<file path="config.mk">
export PLATFORM = sky130hd
export DESIGN_NAME = s3_chien_forney_flat
export DESIGN_NICKNAME = d
export VERILOG_FILES = /design/src/rtl/rs_pkg.sv /design/src/rtl/s3_chien_forney_if.sv /design/src/rtl/gf2m8_multi.sv /design/src/rtl/s3_chien_forney_inv.sv /design/src/rtl/s3_chien_forney.sv /design/src/flat_wrapper.sv
export SDC_FILE = /design/constraint.sdc
export NUM_CORES = 1
export LEC_CHECK = 0
export CAP_MARGIN = 20
export CORE_MARGIN = 1
export CORE_UTILIZATION = 45
export CTS_CLUSTER_SIZE = 30
export DETAILED_ROUTE_END_ITERATION = 8
export GPL_TIMING_DRIVEN = 1
export PLACE_DENSITY = 0.73
export SETUP_SLACK_MARGIN = 0.02
export SLEW_MARGIN = 20
export SYNTH_ARGS = -nofsm -noshare
export SYNTH_HDL_FRONTEND = slang
export SYNTH_SLANG_ARGS = --single-unit
</file>
<file path="constraint.sdc">
create_clock -name clk -period 3.7 [get_ports clk]
set_clock_uncertainty 0.15 [all_clocks]
set_input_delay 0.74 -clock clk [delete_from_list [all_inputs] [get_ports clk]]
set_output_delay 0.74 -clock clk [all_outputs]
set_load 0.02 [all_outputs]
</file>
<file path="src/rtl/rs_pkg.sv">
// rtl/rs_pkg.sv - shared GF(2^8) constants, state encoding and constant multipliers for the RS(255,251) decoder
// Contents: field constants (0x11D, alpha and its inverses), default codeword length,
// Chien/Forney state encoding, fixed XOR-network multipliers by alpha, alpha^-1, alpha^-2.
package rs_pkg;

    localparam logic [8:0] GF_POLY       = 9'h11D;
    localparam logic [7:0] GF_ALPHA      = 8'h02;
    localparam logic [7:0] GF_ALPHA_INV  = 8'h8E;
    localparam logic [7:0] GF_ALPHA_INV2 = 8'h47;
    localparam int         RS_N_DEFAULT  = 255;

    typedef enum logic {
        ST_IDLE   = 1'b0,
        ST_SEARCH = 1'b1
    } cs_state_e;

    // x * alpha: shift up, fold the overflow bit back with the low byte of the polynomial
    function automatic logic [7:0] gf_mul_alpha(input logic [7:0] a);
        return {a[6:0], 1'b0} ^ (a[7] ? GF_POLY[7:0] : 8'h00);
    endfunction

    // x * alpha^-1: alpha^-1 = 0x8E is (0x11D >> 1), so an odd operand folds in 0x8E after the shift
    function automatic logic [7:0] gf_mul_alpha_inv(input logic [7:0] a);
        return {1'b0, a[7:1]} ^ (a[0] ? GF_ALPHA_INV : 8'h00);
    endfunction

    // x * alpha^-2 (= x * 0x47): two alpha^-1 steps, still a pure XOR network
    function automatic logic [7:0] gf_mul_alpha_inv2(input logic [7:0] a);
        return gf_mul_alpha_inv(gf_mul_alpha_inv(a));
    endfunction

endpackage

</file>
<file path="src/rtl/s3_chien_forney_if.sv">
// rtl/s3_chien_forney_if.sv - key-equation results in, error locations/magnitudes out
// master: drives kes_done and the lambda/omega coefficients, receives error reports.
// slave : the Chien/Forney stage.
interface s3_chien_forney_if;
    logic       kes_done;
    logic [7:0] rs_lambda0;
    logic [7:0] rs_lambda1;
    logic [7:0] rs_lambda2;
    logic [7:0] rs_omega0;
    logic [7:0] rs_omega1;
    logic       err_valid;
    logic [7:0] err_pos;
    logic [7:0] err_val;
    logic       cs_done;
    logic       cs_fail;

    modport master (
        output kes_done, rs_lambda0, rs_lambda1, rs_lambda2, rs_omega0, rs_omega1,
        input  err_valid, err_pos, err_val, cs_done, cs_fail
    );

    modport slave (
        input  kes_done, rs_lambda0, rs_lambda1, rs_lambda2, rs_omega0, rs_omega1,
        output err_valid, err_pos, err_val, cs_done, cs_fail
    );
endinterface

</file>
<file path="src/rtl/gf2m8_multi.sv">
// rtl/gf2m8_multi.sv - combinational general GF(2^8) multiplier, polynomial 0x11D
// Ports: a, b (operands), p (product).
module gf2m8_multi
    import rs_pkg::*;
(
    input  logic [7:0] a,
    input  logic [7:0] b,
    output logic [7:0] p
);
    logic [14:0] prod;

    always_comb begin
        prod = '0;
        for (int i = 0; i < 8; i++) begin
            if (b[i]) prod = prod ^ (15'(a) << i);
        end
        // reduce from the top bit down so each fold can only disturb lower bits
        for (int i = 14; i >= 8; i--) begin
            if (prod[i]) prod = prod ^ (15'(GF_POLY) << (i - 8));
        end
        p = prod[7:0];
    end
endmodule

</file>
<file path="src/rtl/s3_chien_forney_inv.sv">
// rtl/s3_chien_forney_inv.sv - gf2m8_inv: combinational GF(2^8) inverse from a 256-entry ROM, 0 maps to 0
// Ports: a (operand), y (inverse).
module gf2m8_inv
    import rs_pkg::*;
(
    input  logic [7:0] a,
    output logic [7:0] y
);
    // ROM contents generated at elaboration: walking alpha^i forward and alpha^-i backward
    // pairs every non-zero element with its inverse; entry 0 stays 0.
    function automatic logic [2047:0] build_inv_rom();
        logic [2047:0] rom;
        logic [7:0]    fwd;
        logic [7:0]    bwd;
        rom = '0;
        fwd = 8'h01;
        bwd = 8'h01;
        for (int i = 0; i < 255; i++) begin
            rom[{fwd, 3'b000} +: 8] = bwd;
            fwd = gf_mul_alpha(fwd);
            bwd = gf_mul_alpha_inv(bwd);
        end
        return rom;
    endfunction

    localparam logic [2047:0] INV_ROM = build_inv_rom();

    assign y = INV_ROM[{a, 3'b000} +: 8];
endmodule

</file>
<file path="src/rtl/s3_chien_forney.sv">
// rtl/s3_chien_forney.sv - RS(255,251) stage 3: Chien search with Forney error magnitudes
// Ports: clk, rstn (async active-low), cf (slave): kes_done + lambda0..2/omega0..1 in;
// err_valid/err_pos/err_val per located error, cs_done/cs_fail at end of sweep.
module s3_chien_forney
    import rs_pkg::*;
#(
    parameter int N = RS_N_DEFAULT
) (
    input  logic              clk,
    input  logic              rstn,
    s3_chien_forney_if.slave  cf
);
    localparam logic [7:0] D_LAST = 8'(N - 1);

    cs_state_e  state_q, state_d;
    logic [7:0] l0_q, l0_d, w0_q, w0_d, w1_q, w1_d, inv_l1_q, inv_l1_d;
    logic [7:0] t1_q, t1_d, t2_q, t2_d, x_q, x_d, d_q, d_d;
    logic [1:0] root_cnt_q, root_cnt_d, deg_l_q, deg_l_d;
    logic       err_valid_q, err_valid_d, cs_done_q, cs_done_d, cs_fail_q, cs_fail_d;
    logic [7:0] err_pos_q, err_pos_d, err_val_q, err_val_d;

    logic [7:0] inv_l1_in, w0x, mag, sum;
    logic [1:0] root_cnt_next;
    logic       root;

    gf2m8_inv   u_inv  (.a(cf.rs_lambda1), .y(inv_l1_in));
    gf2m8_multi u_mul0 (.a(w0_q), .b(x_q), .p(w0x));
    gf2m8_multi u_mul1 (.a(w0x ^ w1_q), .b(inv_l1_q), .p(mag));

    // sum = Lambda(alpha^-d); the x^1 and x^2 terms are carried pre-scaled in t1/t2
    assign sum           = l0_q ^ t1_q ^ t2_q;
    assign root          = (sum == 8'h00);
    assign root_cnt_next = (root && root_cnt_q != 2'd3) ? root_cnt_q + 2'd1 : root_cnt_q;

    always_comb begin
        state_d     = state_q;
        l0_d        = l0_q;
        w0_d        = w0_q;
        w1_d        = w1_q;
        inv_l1_d    = inv_l1_q;
        t1_d        = t1_q;
        t2_d        = t2_q;
        x_d         = x_q;
        d_d         = d_q;
        root_cnt_d  = root_cnt_q;
        deg_l_d     = deg_l_q;
        err_valid_d = 1'b0;
        err_pos_d   = err_pos_q;
        err_val_d   = err_val_q;
        cs_done_d   = 1'b0;
        cs_fail_d   = cs_fail_q;
        case (state_q)
            ST_IDLE: begin
                if (cf.kes_done) begin
                    state_d    = ST_SEARCH;
                    l0_d       = cf.rs_lambda0;
                    w0_d       = cf.rs_omega0;
                    w1_d       = cf.rs_omega1;
                    inv_l1_d   = inv_l1_in;
                    t1_d       = cf.rs_lambda1;
                    t2_d       = cf.rs_lambda2;
                    x_d        = 8'h01;
                    d_d        = 8'h00;
                    root_cnt_d = 2'd0;
                    deg_l_d    = (cf.rs_lambda2 != 8'h00) ? 2'd2 :
                                 (cf.rs_lambda1 != 8'h00) ? 2'd1 : 2'd0;
                    cs_fail_d  = 1'b0;
                end
            end
            ST_SEARCH: begin
                t1_d       = gf_mul_alpha_inv(t1_q);
                t2_d       = gf_mul_alpha_inv2(t2_q);
                x_d        = gf_mul_alpha(x_q);
                d_d        = d_q + 8'd1;
                root_cnt_d = root_cnt_next;
                if (root) begin
                    err_valid_d = 1'b1;
                    err_pos_d   = d_q;
                    // inv(0) is 0, so a lambda1 = 0 word reports magnitude 0x00 here
                    err_val_d   = mag;
                end
                if (d_q == D_LAST) begin
                    state_d   = ST_IDLE;
                    cs_done_d = 1'b1;
                    // inv_l1_q is zero exactly when lambda1 was zero
                    cs_fail_d = (root_cnt_next != deg_l_q) ||
                                (inv_l1_q == 8'h00 && root_cnt_next != 2'd0);
                end
            end
            default: state_d = ST_IDLE;
        endcase
    end

    always_ff @(posedge clk or negedge rstn) begin
        if (!rstn) begin
            state_q     <= ST_IDLE;
            l0_q        <= '0;
            w0_q        <= '0;
            w1_q        <= '0;
            inv_l1_q    <= '0;
            t1_q        <= '0;
            t2_q        <= '0;
            x_q         <= '0;
            d_q         <= '0;
            root_cnt_q  <= '0;
            deg_l_q     <= '0;
            err_valid_q <= 1'b0;
            err_pos_q   <= '0;
            err_val_q   <= '0;
            cs_done_q   <= 1'b0;
            cs_fail_q   <= 1'b0;
        end else begin
            state_q     <= state_d;
            l0_q        <= l0_d;
            w0_q        <= w0_d;
            w1_q        <= w1_d;
            inv_l1_q    <= inv_l1_d;
            t1_q        <= t1_d;
            t2_q        <= t2_d;
            x_q         <= x_d;
            d_q         <= d_d;
            root_cnt_q  <= root_cnt_d;
            deg_l_q     <= deg_l_d;
            err_valid_q <= err_valid_d;
            err_pos_q   <= err_pos_d;
            err_val_q   <= err_val_d;
            cs_done_q   <= cs_done_d;
            cs_fail_q   <= cs_fail_d;
        end
    end

    assign cf.err_valid = err_valid_q;
    assign cf.err_pos   = err_pos_q;
    assign cf.err_val   = err_val_q;
    assign cf.cs_done   = cs_done_q;
    assign cf.cs_fail   = cs_fail_q;
endmodule

</file>
<file path="src/flat_wrapper.sv">
// flat-port wrapper written by rule: the top's interface ports become plain ports
module s3_chien_forney_flat import rs_pkg::*;
#(
    parameter int N = RS_N_DEFAULT
)
  (clk, rstn, cf_kes_done, cf_rs_lambda0, cf_rs_lambda1, cf_rs_lambda2, cf_rs_omega0, cf_rs_omega1, cf_err_valid, cf_err_pos, cf_err_val, cf_cs_done, cf_cs_fail);
  s3_chien_forney_if cf_i ();
  input  logic clk;
  input  logic rstn;
  input wire logic [$bits(cf_i.kes_done)-1:0] cf_kes_done;
  input wire logic [$bits(cf_i.rs_lambda0)-1:0] cf_rs_lambda0;
  input wire logic [$bits(cf_i.rs_lambda1)-1:0] cf_rs_lambda1;
  input wire logic [$bits(cf_i.rs_lambda2)-1:0] cf_rs_lambda2;
  input wire logic [$bits(cf_i.rs_omega0)-1:0] cf_rs_omega0;
  input wire logic [$bits(cf_i.rs_omega1)-1:0] cf_rs_omega1;
  output wire logic [$bits(cf_i.err_valid)-1:0] cf_err_valid;
  output wire logic [$bits(cf_i.err_pos)-1:0] cf_err_pos;
  output wire logic [$bits(cf_i.err_val)-1:0] cf_err_val;
  output wire logic [$bits(cf_i.cs_done)-1:0] cf_cs_done;
  output wire logic [$bits(cf_i.cs_fail)-1:0] cf_cs_fail;
  assign cf_i.kes_done = cf_kes_done;
  assign cf_i.rs_lambda0 = cf_rs_lambda0;
  assign cf_i.rs_lambda1 = cf_rs_lambda1;
  assign cf_i.rs_lambda2 = cf_rs_lambda2;
  assign cf_i.rs_omega0 = cf_rs_omega0;
  assign cf_i.rs_omega1 = cf_rs_omega1;
  assign cf_err_valid = cf_i.err_valid;
  assign cf_err_pos = cf_i.err_pos;
  assign cf_err_val = cf_i.err_val;
  assign cf_cs_done = cf_i.cs_done;
  assign cf_cs_fail = cf_i.cs_fail;
  s3_chien_forney #(.N(N)) u_core (.clk(clk), .rstn(rstn), .cf(cf_i));
endmodule
</file>
==> results.cfg <==
[status]
status = complete, but fails checks
violations = setup timing

[yosys]
yosysWarningCount = 0
synth_flop_cell = dfrtp_1
synthTopCellsByArea = dfrtp_1, nand2_1, xnor3_1
synth_top_area_share_pct = 23.9
ys_seq_area_share_pct = 23.9
syn-cell-area_um2 = 9230
ys_types = 63
synthesis.nets = 1259
synth-seq-cells = 88
synth_edf_count = 0
yosys.area.top_type = dfrtp_1
syn_avg_cell_area_um2 = 7.67
async_flop_share_pct = 100
synth_cells = 1204

[global_route]
grt_pass1_wl_um = 47500
antenna_found_initial = 0
grt_use_total_pct = 27.8
first_global_vias = 9022
globalRouteOverflowTotal = 0
grt_max_degree = 145

[cells_and_area]
area_delta_synth_final_pct = 21.6
antenna_cells = 0
nNetsFinal = 1349
fin_area_um2 = 11200
final_util_pct = 55.7
final_cells = 1569
drive_gt1_share_pct = 17.9

[timing]
setup_viol_count_final = 7
hold-worst-slack_ps = 288
max-slew-margin-rel_pct = 43.7
setup_slack_ps = -135
fin_crit_ps = 3830
drv_slew = 0
min_period_over_period_pct = 104
rsz0062_at_grt = yes
timing_hold_violations_final = 0
tightestPinTransition_ps = 841
fmax_ghz = 0.261

[critical_path]
endpoint = u_core.cf.err_val[2]
reg2regPathDepth = 14
critPathLaunch = u_core.w0_q[7]
r2r-end = u_core.cf.err_val[2]
end_kind = flop
r2r_start = u_core.w0_q[7]
crit_type = flop to flop
rrSetupSlack_ps = -130
cp_max_fo = 7
arrival_ps = 3930
setup.worst_path.start_class = flop
required_ps = 3790

[detailed_routing]
drtPass1Iterations = 6
wirelength_um = 29100
drt_iter0_markers = 1256
wl_met1_um = 12100
route.detailed.drc = 0
wl_met3_um = 2270
avgRoutedWirePerCell_um = 18.5
ant_nets = 0
highest_layer = met4
vias_per_cell = 5.91
via_count = 9273
wl_met2_um = 13400

[worst_hold_path]
hp-class = input port to async pin

[place]
placed_cells = 1540
place_congestion = 1.02
hpwl_um = 20400
io_buffer_count = 61
placed_area_um2 = 10700

[clock_tree]
cts_buffer_depth = 2
numClockSinks = 88
hold_buffers = 0
root_buffer = clkbuf_16
htree_num_levels = 3
cts.clk_slew.worst_paths_ps = 80
clock_latency_ps = 360
cts_tree = yes
numCtsBuffers = 9

[floorplanning]
placementRows = 52
die_width_um = 145
io_pins = 62
dieHeight_um = 145
core_um2 = 20200
start_util_pct = 45.8
die_area_um2 = 21100

[run]
drv_cap = 0
critical path, cell delays in order, from the launching register on:
cell and delay (ps):
dfrtp_2 440, buf_6 140, nand2_2 70, xnor2_2 200, buf_4 180, xnor2_4 110
xnor3_1 430, xnor2_1 130, buf_4 160, nand2_1 70, xnor3_2 480, xnor2_2 220
xnor3_2 330, xnor3_1 350, mux2_4 270
logic make-up after synthesis:
family | share of synthesized area [%]
flops | 23.9
mux | 6.53
fa+ha+maj | 1.63
compound gates | 21.0
buf+inv | 5.94
simple gates | 20.3
xor+xnor | 20.8
cell usage in the layout, fill, tap and decap left out, types with 4 or more instances in the layout:
master,instances
nand2_1,297
xor2_1,43
o311ai_0,7
a211o_1,4
o21a_1,4
clkbuf_16,9
buf_6,6
a31oi_1,22
nand2_2,6
mux2_2,10
mux4_2,10
nand3_1,29
dfrtp_2,10
mux2i_1,19
xnor2_2,13
a21o_1,6
dfrtp_1,78
a311oi_1,14
xnor3_1,22
nor3_1,12
a211oi_1,23
ha_1,12
o22ai_1,13
and3_1,4
clkdlybuf4s50_1,56
nor2b_1,5
xor3_1,4
a21oi_1,91
nor4_1,4
xnor3_2,11
xnor2_1,57
o221ai_1,5
o211ai_1,12
nor2_1,77
nand2b_1,8
o21ai_0,89
buf_4,125
mux2_4,6
inv_1,19
final cells by class:
| type | instances | area [um2] |
|---|---|---|
| Clock buffer | 9 | 225 |
| Clock inverter | 7 | 62.6 |
| Fill cell | 1808 | 8940 |
| Inverter | 21 | 78.8 |
| Multi-Input combinational cell | 981 | 6670 |
| Sequential cell | 88 | 2210 |
| Tap cell | 270 | 338 |
| Timing Repair Buffer | 193 | 1640 |
repair_timing:
action                                  CTS  global route
setup buffers                             9             4
gates resized for setup                  27            17
pin swaps                                 6             2
endpoints found under the setup margin    8             8
through the flow:
step | TNS [ps] | worst slack, ps
detailed placement | -981 | -176
finish | -465 | -135
CTS | -212 | -59.6
global route | -1540 | -256
global placement | -332 | -93.6
floorplan | -3.33 | -3.33
synthesized netlist by cell type, types with 5 or more instances:
master      n
a21oi_1    92
nand3_1    29
mux4_2     10
o311ai_0    7
nor3_1     13
xor3_1      5
a31oi_1    22
o221ai_1    5
a21o_1      6
nor2_1     78
inv_1      19
buf_2       9
o211ai_1   12
xnor2_1    70
dfrtp_1    88
buf_1      19
nand2b_1    8
ha_1       12
mux2i_1    19
nand2_1   301
a211oi_1   23
xor2_1     45
clkbuf_1   81
o21ai_0    89
nor2b_1     7
mux2_2     14
a311oi_1   14
xnor3_1    28
xnor3_2     5
o22ai_1    13
how the worst min path moves through the flow:
stage	start	endpoint	slack [ps]	cells past startpoint
3_5_place_dp	u_core.l0_q[5]	u_core.l0_q[5]	330	2
3_3_place_gp	u_core.w1_q[2]	u_core.w1_q[2]	330	2
2_1_floorplan	rstn	u_core.cf.cs_done	290	0
4_1_cts	rstn	u_core.l0_q[2]	340	1
5_1_grt	rstn	u_core.l0_q[4]	360	1
6_report	rstn	u_core.t2_q[6]	290	1
layer usage:
metal / up-vias / GRT usage [%]
met3: 100 / 4.47
met4: 0 / 13.5
met1: 4352 / 36.7
met2: 469 / 44.4
li1: 4352 / -
met5: - / 0
Power is left out: the tool's default activity adds up to more than one toggle a clock period on the data nets, which glitch-free logic cannot reach.
